[src/rtl/robs_seq_mult.sv]
`default_nettype none
// ============================================================================
// Module   : robs_seq_mult
// Purpose  : Sequential Robertson add/shift multiplier with integrated
//            controller. Retires one multiplier bit per clock; supports
//            two's-complement (signed_mode=1) and unsigned (signed_mode=0)
//            operands selected per operation.
// Ports    : clk          - rising-edge clock
//            reset        - synchronous active-high reset
//            start        - request a multiply (sampled only in IDLE)
//            signed_mode  - 1 = signed operands, 0 = unsigned (with start)
//            multiplier   - operand X (sampled with start)
//            multiplicand - operand Y (sampled with start)
//            busy         - high while RUN or DONE
//            done         - one-cycle pulse when product has just updated
//            product      - last completed 2*WIDTH-bit result
// Revision : 1.0 - initial release
// ============================================================================
module robs_seq_mult #(
  parameter int WIDTH = 8
) (
  input  logic               clk,
  input  logic               reset,
  input  logic               start,
  input  logic               signed_mode,
  input  logic [WIDTH-1:0]   multiplier,
  input  logic [WIDTH-1:0]   multiplicand,
  output logic               busy,
  output logic               done,
  output logic [2*WIDTH-1:0] product
);

  localparam int QW = (WIDTH > 1) ? $clog2(WIDTH) : 1;
  localparam logic [QW-1:0] Q_START = QW'(WIDTH - 1);

  typedef enum logic [1:0] {
    S_IDLE = 2'd0,
    S_RUN  = 2'd1,
    S_DONE = 2'd2
  } state_t;

  state_t               state_q, state_d;
  logic [WIDTH-1:0]     y_q, y_d;
  logic [WIDTH-1:0]     a_q, a_d;
  logic [WIDTH-1:0]     x_q, x_d;
  logic                 mode_q, mode_d;
  logic [QW-1:0]        q_q, q_d;
  logic [2*WIDTH-1:0]   product_q, product_d;

  // Iteration datapath
  logic [WIDTH:0]       ext_a;
  logic [WIDTH:0]       ext_y;
  logic [WIDTH:0]       sum;
  logic                 last_iter;
  logic [WIDTH-1:0]     a_next;
  logic [WIDTH-1:0]     x_next;

  always_comb begin
    // Sign extension only when operating on two's-complement operands.
    ext_a     = {mode_q & a_q[WIDTH-1], a_q};
    ext_y     = {mode_q & y_q[WIDTH-1], y_q};
    last_iter = (q_q == '0);
    if (!x_q[0]) begin
      sum = ext_a;
    end else if (last_iter && mode_q) begin
      // Multiplier sign bit carries weight -2^(WIDTH-1): subtract instead.
      sum = ext_a - ext_y;
    end else begin
      sum = ext_a + ext_y;
    end
    // Arithmetic right shift of {sum, x}: x[0] is retired.
    a_next = sum[WIDTH:1];
    x_next = {sum[0], x_q[WIDTH-1:1]};
  end

  always_comb begin
    state_d   = state_q;
    y_d       = y_q;
    a_d       = a_q;
    x_d       = x_q;
    mode_d    = mode_q;
    q_d       = q_q;
    product_d = product_q;
    case (state_q)
      S_IDLE: begin
        if (start) begin
          y_d     = multiplicand;
          x_d     = multiplier;
          a_d     = '0;
          mode_d  = signed_mode;
          q_d     = Q_START;
          state_d = S_RUN;
        end
      end
      S_RUN: begin
        a_d = a_next;
        x_d = x_next;
        if (last_iter) begin
          product_d = {a_next, x_next};
          state_d   = S_DONE;
        end else begin
          q_d = q_q - QW'(1);
        end
      end
      S_DONE: begin
        state_d = S_IDLE;
      end
      default: begin
        state_d = S_IDLE;
      end
    endcase
  end

  always_ff @(posedge clk) begin
    if (reset) begin
      state_q   <= S_IDLE;
      y_q       <= '0;
      a_q       <= '0;
      x_q       <= '0;
      mode_q    <= 1'b0;
      q_q       <= '0;
      product_q <= '0;
    end else begin
      state_q   <= state_d;
      y_q       <= y_d;
      a_q       <= a_d;
      x_q       <= x_d;
      mode_q    <= mode_d;
      q_q       <= q_d;
      product_q <= product_d;
    end
  end

  assign busy    = (state_q != S_IDLE);
  assign done    = (state_q == S_DONE);
  assign product = product_q;

endmodule
`default_nettype wire

[config.mk]
export PLATFORM = sky130hd
export DESIGN_NAME = robs_seq_mult
export DESIGN_NICKNAME = d
export VERILOG_FILES = /design/src/rtl/robs_seq_mult.sv
export SDC_FILE = /design/constraint.sdc
export NUM_CORES = 1
export LEC_CHECK = 0
export CORE_MARGIN = 2
export CORE_UTILIZATION = 45
export DETAILED_ROUTE_END_ITERATION = 12
export PLACE_DENSITY = 0.69
export RECOVER_POWER = 50
export SETUP_SLACK_MARGIN = 0.3
export SYNTH_ARGS = -nofsm -noshare
export SYNTH_HDL_FRONTEND = slang
export SYNTH_SLANG_ARGS = --single-unit
[constraint.sdc]
create_clock -name clk -period 3.8 [get_ports clk]
set_input_delay 0.76 -clock clk [delete_from_list [all_inputs] [get_ports clk]]
set_output_delay 0.76 -clock clk [all_outputs]
set_load 0.05 [all_outputs]
==> results of run 1 <==
## report_power, final
| part | switching [mW] | internal (mW) | total (mW) |
|---|---|---|---|
| logic | 0.246 | 0.175 | 0.421 |
| registers | 0.0366 | 0.518 | 0.555 |
| clock network | 0.165 | 0.146 | 0.311 |
## placed cells by master (no fill, tap or decap), drive strengths merged, types with 4 or more instances in the layout
cell            n
a211oi          6
a21oi          38
a311oi          9
a31oi           4
clkbuf          7
clkdlybuf4s50  34
dfxtp          46
ha             11
inv             9
mux2i           4
nand2          64
nand3           8
nor2           34
nor2b           7
nor3            8
o21ai           8
xnor2           6
xor2            6
## registers in the layout, indices dropped and copies added (netlist names)
register  flops
x_q           8
q_q           3
mode_q        1
state_q       2
y_q           8
a_q           8
product      16
## synth_stat cells, drive strengths merged (3+ instances only)
master  count
xnor2       6
o21ai       8
nor2       34
nand2      64
a31oi       4
o31ai       3
a311oi      9
mux2i       4
nor2b       7
nand2b      3
xor2        6
ha         11
nand3       8
and2        3
a21oi      38
dfxtp      46
inv         9
clkbuf     16
a211oi      6
nor3        8
## worst max-delay path, stage by stage (launching register included)
cell and delay, ns:
dfxtp_1 0.33, inv_1 0.08, ha_1 0.17, nor2b_1 0.34, and2_1 0.23, nor2_1 0.06, xnor2_1 0.16, ha_1 0.28
nor2b_1 0.16, o31a_2 0.33, a41oi_4 0.29, nor3b_1 0.08, a2111oi_1 0.38, nand3_1 0.13
## per-stage QoR
step                cell area [um2]  hold slack [ns]
global route                   2940            0.487
floorplan                      2470            0.443
finish                         2940            0.456
global placement               2850            0.444
CTS                            2950            0.459
detailed placement             2850            0.446
## layer usage
metal / up-vias / track usage (%) / part of all wire, %
met5: - / 0 / 0
met4: 0 / 5.79 / 1.3
met3: 7 / 3.45 / 3.4
met2: 41 / 30.2 / 46
met1: 978 / 23.8 / 49
li1: 1149 / - / -
## worst paths after layout
kind	from	endpoint	slack, ns
max	q_q[0]$_SDFFE_PP0P_	a_q[7]$_SDFFE_PP0P_	0.66
min	product[4]$_SDFFE_PP0P_	product[4]$_SDFFE_PP0P_	0.46
max reg2reg	q_q[0]$_SDFFE_PP0P_	a_q[7]$_SDFFE_PP0P_	0.66
min reg2reg	product[4]$_SDFFE_PP0P_	product[4]$_SDFFE_PP0P_	0.46
## cell type report
| type | instances | area share, % |
|---|---|---|
| clock buffers | 6 | 2.80 |
| clock inverters | 2 | 0.425 |
| inverters | 9 | 1.15 |
| multi-input cells | 242 | 48.2 |
| flip-flops and latches | 46 | 31.3 |
| well taps | 70 | 2.97 |
| repair buffers | 40 | 13.2 |
## cells by family after synthesis
family / after synthesis
xor+xnor: 12
mux: 4
compound gates: 78
simple gates: 136
flops: 46
buf+inv: 27
fa+ha+maj: 12
==> run_results.csv, run 1 <==
group,metric,value,unit
logic_synthesis,netlist_instances,315,
logic_synthesis,yosysTopAreaCell,"dfxtp_1",
setup_path,cp_data_arrival_time,3.31,ns
logic_synthesis,synth.mux.area_fraction,1.62,%
finish,diodes,0,
logic_synthesis,synth-simple-area-share,24.5,%
clock_network,post_cts_buffers,0,
timing,fin_skew,0.00424,ns
detailed_routing,drt-total-wl,5340,um
global_routing,gr-total-overflow,0,
placement,pre_cts_slack,0.684,ns
setup_path,endpoint_kind,"flip-flop",
logic_synthesis,synthArstFlopShare,0,%
die,start_util,47.5,%
job,maxCapViolations,0,
logic_synthesis,synth_top_family_by_area,"simple AND/OR/NAND/NOR gates",
detailed_routing,via_per_inst,5.24,
finish,multiInputGateArea,1420,um2
setup_path,required,3.97,ns
timing,slew_viol_final,0,
global_routing,grt_first_pass_wirelength,8880,um
logic_synthesis,synth_top_cell_area_share,37.3,%
finish,fill_cells,507,
logic_synthesis,synth_xor_area_share,4.26,%
die,floorplan.rows,26,
clock_network,cts-root-buf,"clkbuf_8",
detailed_routing,drc,0,
finish,final_nets,376,
outcome,status,"completed",
timing,finalSetupViolations,0,
global_routing,grt_max_degree,47,
power,p_per_area,437,nW/um2
setup_path,cp-start-kind,"flip-flop",
clock_network,cts_tree,"yes",
clock_network,htree_levels,2,
timing,slew_headroom,32.5,%
global_routing,track_usage,18.1,%
timing,setup_ws,0.660,ns
logic_synthesis,yosys_register_bits,46,
setup_path,reg2regPathDepth,13,
clock_network,ctsResizeCount,0,
global_routing,grt_pass1_vias,1933,
finish,final_cell_count_no_fill,415,
detailed_routing,ant_nets,0,
timing,fin_setup_tns,0,ns
logic_synthesis,synthesis.area,2470,um2
timing,period_share,82.6,%
global_routing,antenna_found_initial,0,
logic_synthesis,yosys_warnings,0,
die,die_y,78.1,um
placement,dp_hpwl,3760,um
die,core_area,5200,um2
finish,drive_gt1_share,4.93,%
worst_hold_path,min_path_type,"reg -> reg",
placement,dpl.cell_count,407,
timing,rsz0062_at_grt,"no",
logic_synthesis,synthesis.nets,347,
power,ir_drop,0.261,mV
logic_synthesis,synth.avg_cell_area,7.84,um2
setup_path,critical_path_class,"reg -> reg",
power,power,1.29,mW
detailed_routing,detail_route.wl_per_cell,12.9,um
clock_network,clkLatencyLatePin,0.30,ns
finish,seqCellArea,921,um2
clock_network,cts_buffers,5,
placement,portBuffers,37,
power,p_leak,1.07,nW
clock_network,clk_pin_slew,0.09,ns
detailed_routing,vias,2175,
timing,period_minus_slack,3.14,ns
finish,fin_util,56.6,%
timing,finalHoldViolations,0,
worst_hold_path,hold_path_depth,2,
clock_network,cts_num_sinks,46,
clock_network,holdBufCountCts,0,
logic_synthesis,synth.area.top_cells,"dfxtp_1 37%, nand2_1 9.7%, a21oi_1 7.7%",
logic_synthesis,synth_fa_ha_area_share,6.38,%
logic_synthesis,synthFlopType,"dfxtp_1",
die,die_w,78.1,um
detailed_routing,dr.pass1.iters,4,
logic_synthesis,synth_compound_area_share,20.6,%
placement,place_congestion,0.838,
timing,worst_slew_pin_slew,1.01,ns
die,fp.dieArea,6100,um2
logic_synthesis,synth_edf_count,0,
detailed_routing,drtIter0Drc,102,
clock_network,cts.path.max_buffers,2,
die,io_pins,38,
logic_synthesis,synth.yosys.seq_area_share,37.3,%
timing,fmax,0.319,GHz
logic_synthesis,synth_cell_type_count,39,
finish,syn_to_final_growth,19.2,%
setup_path,worst-path-max-fanout,6,
No activity file was read; power rests on OpenSTA's default activity.
==> run 2: changes to the inputs <==
==> constraint.sdc (replaced) <==
create_clock -name clk -period 2.9 [get_ports clk]
set_input_delay 0.58 -clock clk [delete_from_list [all_inputs] [get_ports clk]]
set_output_delay 0.58 -clock clk [all_outputs]
set_load 0.05 [all_outputs]
==> run 2 against run 1 <==
Net effect:
- the run now ends with negative setup slack left
- count of clock-buffer cells in the layout stayed put
- power is 44% higher
- critical path depth is 2 lower
- flip-flop and latch count stayed put
- clock skew is 0.00084 ns lower
- first-iteration DRC count is 12% lower
- combinational power is 69% higher
- die area stayed put
- sequential power is 31% higher
- clock power is 32% higher
- non-clock buffer count is 18 higher
- global-route usage is 2.9 points higher
==> run_results.csv, run 2 (synthesis results as in run 1) <==
group,metric,value,unit
outcome,status,"finished with violations",
outcome,violations,"negative setup slack",
finish,multiInputGateArea,1560,um2
detailed_routing,dr.pass1.iters,4,
detailed_routing,drc,0,
timing,setup_ws,-0.0422,ns
setup_path,timing.critical_path.cells,"or3_4 -> or3_4 -> o31ai_4 -> xor2_1 -> ha_1 -> a21oi_2 -> o21ai_2 -> a41oi_4 -> xor2_1 -> mux2i_1 -> o2bb2ai_1",
global_routing,grt_first_pass_wirelength,10300,um
finish,final_cell_count_no_fill,433,
detailed_routing,ant_nets,0,
setup_path,reg2regPathDepth,11,
placement,dp_hpwl,3900,um
detailed_routing,vias,2296,
global_routing,grt_max_degree,30,
die,die_y,78.1,um
setup_path,path_delay_family,"compound AO/OA/AOI/OAI gates",
power,ir_drop,0.373,mV
timing,rsz0062_at_grt,"yes",
detailed_routing,detail_route.wl_per_cell,13.7,um
clock_network,cts_num_sinks,46,
global_routing,track_usage,21.1,%
clock_network,htree_levels,2,
finish,syn_to_final_growth,31.2,%
clock_network,cts_buffers,5,
worst_hold_path,min_from,"product[3]$_SDFFE_PP0P_",
power,p_per_area,572,nW/um2
timing,fin_skew,0.00340,ns
placement,dpl.cell_count,416,
finish,drive_gt1_share,16.8,%
timing,slew_viol_final,0,
finish,finalInstanceArea,3240,um2
die,die_w,78.1,um
global_routing,antenna_found_initial,0,
finish,layout_common_cells,"63 x nand2_1, 42 x dfxtp_1, 35 x a21oi_1, 35 x clkdlybuf4s50_1, 34 x nor2_1",
detailed_routing,drtIter0Drc,90,
timing,period_share,101,%
setup_path,cp_data_arrival_time,3.16,ns
detailed_routing,wl_met3,193,um
finish,final_common_cell,"nand2_1",
setup_path,r2r-start,"y_q[3]$_SDFFE_PP0P_",
placement,place_congestion,0.884,
finish,largest_reg_flops,16,
placement,pre_cts_slack,-0.0694,ns
timing,worst_slew_pin_slew,0.996,ns
setup_path,worst-path-max-fanout,5,
setup_path,cp-start-kind,"flip-flop",
setup_path,critPathCapture,"product[15]$_SDFFE_PP0P_",
finish,seqCellArea,926,um2
placement,placed_area,2930,um2
timing,fmax,0.340,GHz
finish,fill_cells,476,
clock_network,cts-root-buf,"clkbuf_8",
worst_hold_path,hold_path_depth,2,
die,fp.dieArea,6100,um2
timing,hold_ws,0.456,ns
clock_network,cts.path.max_buffers,2,
timing,finalHoldViolations,0,
detailed_routing,wl_met2,2810,um
worst_hold_path,min_path_type,"reg -> reg",
die,io_pins,38,
detailed_routing,top_layer,"met4",
detailed_routing,via_per_inst,5.30,
setup_path,endpoint_kind,"flip-flop",
timing,fin_setup_tns,-0.0422,ns
clock_network,clkLatencyLatePin,0.30,ns
power,p_leak,1.21,nW
clock_network,cts_tree,"yes",
setup_path,critPathBufInv,0,
setup_path,r2r_slack,-0.04,ns
die,core_area,5200,um2
setup_path,max_stage_delay,0.37,ns
global_routing,gr-total-overflow,0,
finish,final_nets,394,
timing,finalSetupViolations,1,
die,start_util,47.5,%
timing,period_minus_slack,2.94,ns
placement,portBuffers,37,
clock_network,clk_pin_slew,0.09,ns
timing,slew_headroom,33.6,%
job,maxCapViolations,0,
setup_path,required,3.12,ns
finish,diodes,0,
setup_path,critical_path_class,"reg -> reg",
setup_path,crit_start,"y_q[3]$_SDFFE_PP0P_",
setup_path,r2r_end,"product[15]$_SDFFE_PP0P_",
setup_path,cp_slowest_cell,"or3_4",
detailed_routing,met1_length,2820,um
setup_path,cp_num_cells,11,
die,floorplan.rows,26,
detailed_routing,drt-total-wl,5930,um
global_routing,grt_pass1_vias,2248,
[run 2: how the worst min path moves through the flow]
| stage | endpoint | slack (ns) |
|---|---|---|
| 2_1_floorplan | q_q[0]$_SDFFE_PP0P_ | 0.44 |
| 3_3_place_gp | product[4]$_SDFFE_PP0P_ | 0.44 |
| 3_5_place_dp | product[3]$_SDFFE_PP0P_ | 0.45 |
| 4_1_cts | product[3]$_SDFFE_PP0P_ | 0.46 |
| 5_1_grt | product[8]$_SDFFE_PP0P_ | 0.49 |
| 6_report | product[3]$_SDFFE_PP0P_ | 0.46 |
[run 2: metal layers]
metal  global-route usage, %  up-vias
met3                    4.60       10
li1                        -     1177
met4                    7.37        0
met1                    27.2     1064
met2                    34.8       45
met5                       0        -
[run 2: through the flow]
stage	utilization, %	power [mW]
floorplan	-	1.17
global placement	56.4	1.32
detailed placement	56.4	1.33
finish	62.2	1.85
CTS	61.1	1.81
global route	62.2	1.96
[run 2: worst reg2reg max path, stage by stage, from the launching register on]
cell and delay, ns:
dfxtp_2 0.35, or3_4 0.37, or3_4 0.35, o31ai_4 0.18, xor2_1 0.17, ha_1 0.28
a21oi_2 0.15, o21ai_2 0.08, a41oi_4 0.26, xor2_1 0.24, mux2i_1 0.28, o2bb2ai_1 0.16
[run 2: report_power, final]
group | switching [mW] | total, mW | internal (mW) | leakage [nW]
combinational | 0.387 | 0.711 | 0.324 | 0.789
clock | 0.220 | 0.412 | 0.192 | 0.0472
sequential | 0.0484 | 0.729 | 0.680 | 0.377
[run 2: cell type report]
class / count / share of cell area (%)
Clock buffer: 6 / 2.55
Sequential cell: 46 / 28.6
Clock inverter: 2 / 0.386
Multi-Input combinational cell: 242 / 48.3
Timing Repair Buffer: 58 / 16.5
Inverter: 9 / 1.04
Tap cell: 70 / 2.70
[run 2: repair_timing]
action / in CTS / in global routing
resized for setup: 22 / 14
hold buffers: 0 / 0
endpoints found under the setup margin: 12 / 11
pin swaps: 16 / 13
buffers inserted: 8 / 1
